--- config.mk ---
export PLATFORM = sky130hd
export DESIGN_NAME = iob_jbi_skid_stage
export DESIGN_NICKNAME = d
export VERILOG_FILES = /design/src/rtl/iob_jbi_pkg.sv /design/src/rtl/iob_jbi_sat_cnt.sv /design/src/rtl/iob_jbi_skid_stage.sv
export SDC_FILE = /design/constraint.sdc
export NUM_CORES = 1
export LEC_CHECK = 0
export CAP_MARGIN = 30
export CORE_MARGIN = 2
export CORE_UTILIZATION = 40
export CTS_CLUSTER_DIAMETER = 50
export DETAILED_ROUTE_END_ITERATION = 10
export PLACE_DENSITY = 0.74
export SETUP_SLACK_MARGIN = 0.02
export SYNTH_ARGS = -nofsm -noshare
export SYNTH_HDL_FRONTEND = slang
export SYNTH_HIERARCHICAL = 1
export SYNTH_SLANG_ARGS = --single-unit
export TNS_END_PERCENT = 1
--- constraint.sdc ---
create_clock -name clk -period 2.21 [get_ports clk]
set_clock_uncertainty 0.15 [all_clocks]
set_input_delay 0.5525 -clock clk [delete_from_list [all_inputs] [get_ports clk]]
set_output_delay 0.5525 -clock clk [all_outputs]
set_load 0.1 [all_outputs]
--- src/rtl/iob_jbi_pkg.sv ---
// iob_jbi_pkg: shared widths and skid-state encodings for the IOB->JBI path
package iob_jbi_pkg;
  localparam int IOB_JBI_DW = 136;
  localparam int IOB_JBI_CW = 16;
  typedef enum logic [1:0] {EMPTY = 2'd0, ONE = 2'd1, FULL = 2'd2} skid_state_e;
endpackage

--- src/rtl/iob_jbi_sat_cnt.sv ---
// iob_jbi_sat_cnt: CW-bit saturating up-counter with async active-low clear
module iob_jbi_sat_cnt #(
  parameter int CW = 16
) (
  input  logic          clk,
  input  logic          rst_l,
  input  logic          en,
  output logic [CW-1:0] cnt
);
  // count up while enabled, holding at all-ones
  always_ff @(posedge clk or negedge rst_l)
    if (!rst_l) cnt <= '0;
    else if (en && !(&cnt)) cnt <= cnt + 1'b1;
endmodule

--- src/rtl/iob_jbi_skid_stage.sv ---
// iob_jbi_skid_stage: two-entry registered skid stage; IOB_JBI_SKID_PARITY_EN adds per-entry parity check
module iob_jbi_skid_stage
  import iob_jbi_pkg::*;
#(
  parameter int DW = IOB_JBI_DW,
  parameter int CW = IOB_JBI_CW
) (
  input  logic          clk,
  input  logic          rst_l,
  input  logic          in_vld,
  input  logic [DW-1:0] in_data,
  output logic          in_rdy,
  output logic          out_vld,
  output logic [DW-1:0] out_data,
  input  logic          out_rdy,
  output logic [1:0]    occ,
  output logic [CW-1:0] stall_cnt,
  output logic          par_err
);
  skid_state_e state_q, state_d;
  logic [DW-1:0] main_q, skid_q;
  logic in_xfer, out_xfer, ld_main_in, ld_main_skid, ld_skid;
  assign in_xfer = in_vld && in_rdy;
  assign out_xfer = out_vld && out_rdy;
  assign ld_main_in = in_xfer && (state_q == EMPTY || out_xfer);
  assign ld_main_skid = state_q == FULL && out_xfer;
  assign ld_skid = state_q == ONE && in_xfer && !out_xfer;
  assign out_data = main_q;
  assign occ = state_q;
  // next occupancy from the two transfer strobes
  always_comb begin
    state_d = state_q;
    case (state_q)
      EMPTY:   state_d = in_xfer ? ONE : EMPTY;
      ONE:     state_d = (in_xfer && !out_xfer) ? FULL : (out_xfer && !in_xfer) ? EMPTY : ONE;
      default: state_d = out_xfer ? ONE : FULL;
    endcase
  end
  // state, registered handshakes and entry data; ready/valid come from next state only
  always_ff @(posedge clk or negedge rst_l)
    if (!rst_l) begin
      state_q <= EMPTY;
      in_rdy  <= 1'b0;
      out_vld <= 1'b0;
      main_q  <= '0;
      skid_q  <= '0;
    end else begin
      state_q <= state_d;
      in_rdy  <= state_d != FULL;
      out_vld <= state_d != EMPTY;
      if (ld_main_in) main_q <= in_data;
      else if (ld_main_skid) main_q <= skid_q;
      if (ld_skid) skid_q <= in_data;
    end
`ifdef IOB_JBI_SKID_PARITY_EN
  logic main_par_q, skid_par_q;
  // even parity stored alongside each entry, rechecked on the presented word
  always_ff @(posedge clk or negedge rst_l)
    if (!rst_l) begin
      main_par_q <= 1'b0;
      skid_par_q <= 1'b0;
      par_err    <= 1'b0;
    end else begin
      if (ld_main_in) main_par_q <= ^in_data;
      else if (ld_main_skid) main_par_q <= skid_par_q;
      if (ld_skid) skid_par_q <= ^in_data;
      if (out_vld && (^main_q != main_par_q)) par_err <= 1'b1;
    end
`else
  assign par_err = 1'b0;
`endif
  iob_jbi_sat_cnt #(.CW(CW)) u_stall_cnt (
    .clk   (clk),
    .rst_l (rst_l),
    .en    (out_vld && !out_rdy),
    .cnt   (stall_cnt)
  );
endmodule

==> impl_metrics.csv <==
group,metric,value,unit
cells_and_area,n_antenna_cell,0,
sta,hold_viol_final,0,
die,io_pins,297,
routing,drtPass1Iterations,5,
grt,grt_usage,21.3,%
placed_design,placed_cell_area,17800,um2
logic_synthesis,synth_top_area_share,58.0,%
grt,first_global_vias,10300,
cells_and_area,n_fill_cell,2269,
worst_setup_path,cp_slowest_stage_delay,590,ps
sta,finalSetupViolations,0,
logic_synthesis,ys_seq_area_share,58.0,%
clock_tree,htreeDepth,1,
cells_and_area,fin_util,61.3,%
logic_synthesis,syn_nets,1142,
clock_tree,clk_path_buf_depth,3,
cells_and_area,fin_area,18900,um2
die,die-area,32900,um2
hold_path,worstHoldPathType,"input port to asynchronous set/reset pin",
worst_setup_path,worstPathArrival,1370,ps
routing,vias_per_cell,5.66,
worst_setup_path,worst_setup_path_end_kind,"primary output",
cells_and_area,multi_input_area,4830,um2
sta,fmax,0.483,GHz
logic_synthesis,ys_ff_latch,292,
clock_tree,clk_pin_slew,60,ps
die,dieHeight,181,um
logic_synthesis,yosysTopAreaCell,"dfrtp_1",
flow_run,maxCapViolations,0,
worst_setup_path,crit_buf_inv,1,
worst_setup_path,worst_r2r_path_depth,5,
die,fp.dieW,181,um
logic_synthesis,syn_avg_cell_area,12.6,um2
routing,antenna_left,0,
routing,wl_per_cell,20.5,um
logic_synthesis,synth_area_leaders,"dfrtp_1 58%, mux2_2 10%, o2bb2ai_1 9.5%",
clock_tree,cts_buffers,31,
worst_setup_path,critical_path.cell_chain,"buf_12",
worst_setup_path,cp.required,1510,ps
clock_tree,ctsResizeCount,0,
worst_setup_path,path_delay_family,"flip-flops",
routing,drt-total-wl,35500,um
logic_synthesis,synth_area,12600,um2
placed_design,port_buffers,295,
routing,vias,9805,
cells_and_area,fin_cells,1733,
grt,grt_max_degree,87,
sta,final.setup.tns,0,ps
sta,period_share,93.7,%
worst_setup_path,worstSetupStartpointType,"flop",
cells_and_area,layout.nets,1454,
placed_design,placed_cells_incl_taps,1675,
clock_tree,numClockSinks,292,
clock_tree,cts_root_buffer,"clkbuf_16",
cells_and_area,final_common_cell,"dfrtp_1",
logic_synthesis,synth_enable_flop_cells,0,
cells_and_area,final_layout_size_suffix_gt1_share,31.9,%
sta,rsz0062_at_grt,"false",
clock_tree,worstSkewPairLatency,550,ps
placed_design,hpwl,23900,um
routing,drc_errors,0,
logic_synthesis,synthCells,1001,
logic_synthesis,yosysWarnings,6,
logic_synthesis,synth-main-ff-cell,"dfrtp_1",
grt,antenna_found_initial,0,
sta,maxSlewViolCount,0,
logic_synthesis,synthArstFlopShare,100,%
grt,overflow,0,
cells_and_area,final_cell_mix,"275 x dfrtp_1, 160 x buf_12, 143 x nor2_1",
worst_setup_path,cp.depth,1,
worst_setup_path,slowest_stage,"dfrtp_1",
logic_synthesis,synth.distinct_cells,40,
cells_and_area,regArea,7330,um2
sta,min_period,2070,ps
placed_design,place_congestion,0.822,
worst_setup_path,crit_type,"flop to primary output",
status,status,"completed",
routing,first_iter_violations,710,
grt,grt_first_pass_wirelength,56900,um
die,rows,64,
die,start_util,40.8,%
die,core_area,30800,um2
cells_and_area,syn_to_final_growth,50.1,%
worst_setup_path,crit_fanout,7,
clock_tree,cts_tree,"built",
## Yosys cell counts, types with 2 or more instances
| library cell | number |
|---|---|
| a22oi_1 | 136 |
| nor3_1 | 5 |
| and4_1 | 2 |
| nand4_2 | 2 |
| mux2_2 | 115 |
| inv_1 | 2 |
| a31oi_1 | 2 |
| xor2_1 | 8 |
| a21oi_1 | 2 |
| o2bb2ai_1 | 137 |
| nor2_1 | 143 |
| nand4_1 | 3 |
| nor4_2 | 2 |
| clkbuf_1 | 40 |
| mux2_1 | 25 |
| dfrtp_1 | 292 |
| buf_4 | 19 |
| xnor2_1 | 3 |
| buf_2 | 22 |
| buf_1 | 4 |
| o21ai_0 | 2 |
| buf_8 | 2 |
| nand2_1 | 6 |
| nand2b_1 | 2 |
| nand3_1 | 7 |
| buf_6 | 4 |
## per-layer routing
metal | wire length, um | vias to the layer above | global-route usage [%]
met5 | 0 | - | 0
met4 | 1150 | 0 | 6.89
met3 | 2430 | 77 | 4.75
met2 | 16700 | 376 | 33.7
met1 | 15200 | 5021 | 29.3
li1 | - | 4331 | -
## registers in the layout, indices dropped and copies added (netlist names)
name and flops:
in_rdy 1, occ 2, out_data 136, out_vld 1, skid_q 136, u_stall_cnt/cnt 16
## worst paths after layout
kind,startpoint,endpoint,slack [ps]
min reg2reg,skid_q[95]$_DFFE_PN0P_,skid_q[95]$_DFFE_PN0P_,340
max in group asynchronous,rst_l,out_data[94]$_DFFE_PN0P_,810
min,rst_l,u_stall_cnt/cnt[5]$_DFFE_PN0P_,340
max reg2reg,occ[0]$_DFF_PN0_,skid_q[51]$_DFFE_PN0P_,260
max,occ[1]$_DFF_PN0_,occ[1],140
min in group clk,skid_q[95]$_DFFE_PN0P_,skid_q[95]$_DFFE_PN0P_,340
## metrics by stage
stage,setup WS (ps),hold WS (ps)
floorplan,-136,107
global placement,-269,306
CTS,121,321
global route,76.0,348
detailed placement,-268,305
finish,140,335
## timing repair
action                    in CTS  in global routing
hold endpoints to repair      28                  0
setup buffers                  0                  0
hold buffers                   1                  0
## logic make-up (layout without fill, tap and decap cells)
group	count (synthesis)	after routing	share of synthesized area (%)
adders and majority gates	1	1	0.0994
xor gates and xnor gates	11	11	0.765
other	1	1	0.0298
muxes	140	140	12.5
DFF	292	292	58.0
and+or+nand+nor	181	181	6.47
AOI/OAI and AO/OA	282	282	18.1
buffers and inverters	93	429	3.97
## layout make-up
type,count,share of cell area [%]
sequential,292,38.8
clock buffer,40,4.39
clock inverter,17,1.48
tap,396,2.62
multi-input combinational,616,25.5
timing repair buffer,370,27.2
inverter,2,0.0397
Power is left out: the tool's default activity adds up to more than one toggle a clock period on the data nets, which glitch-free logic cannot reach.
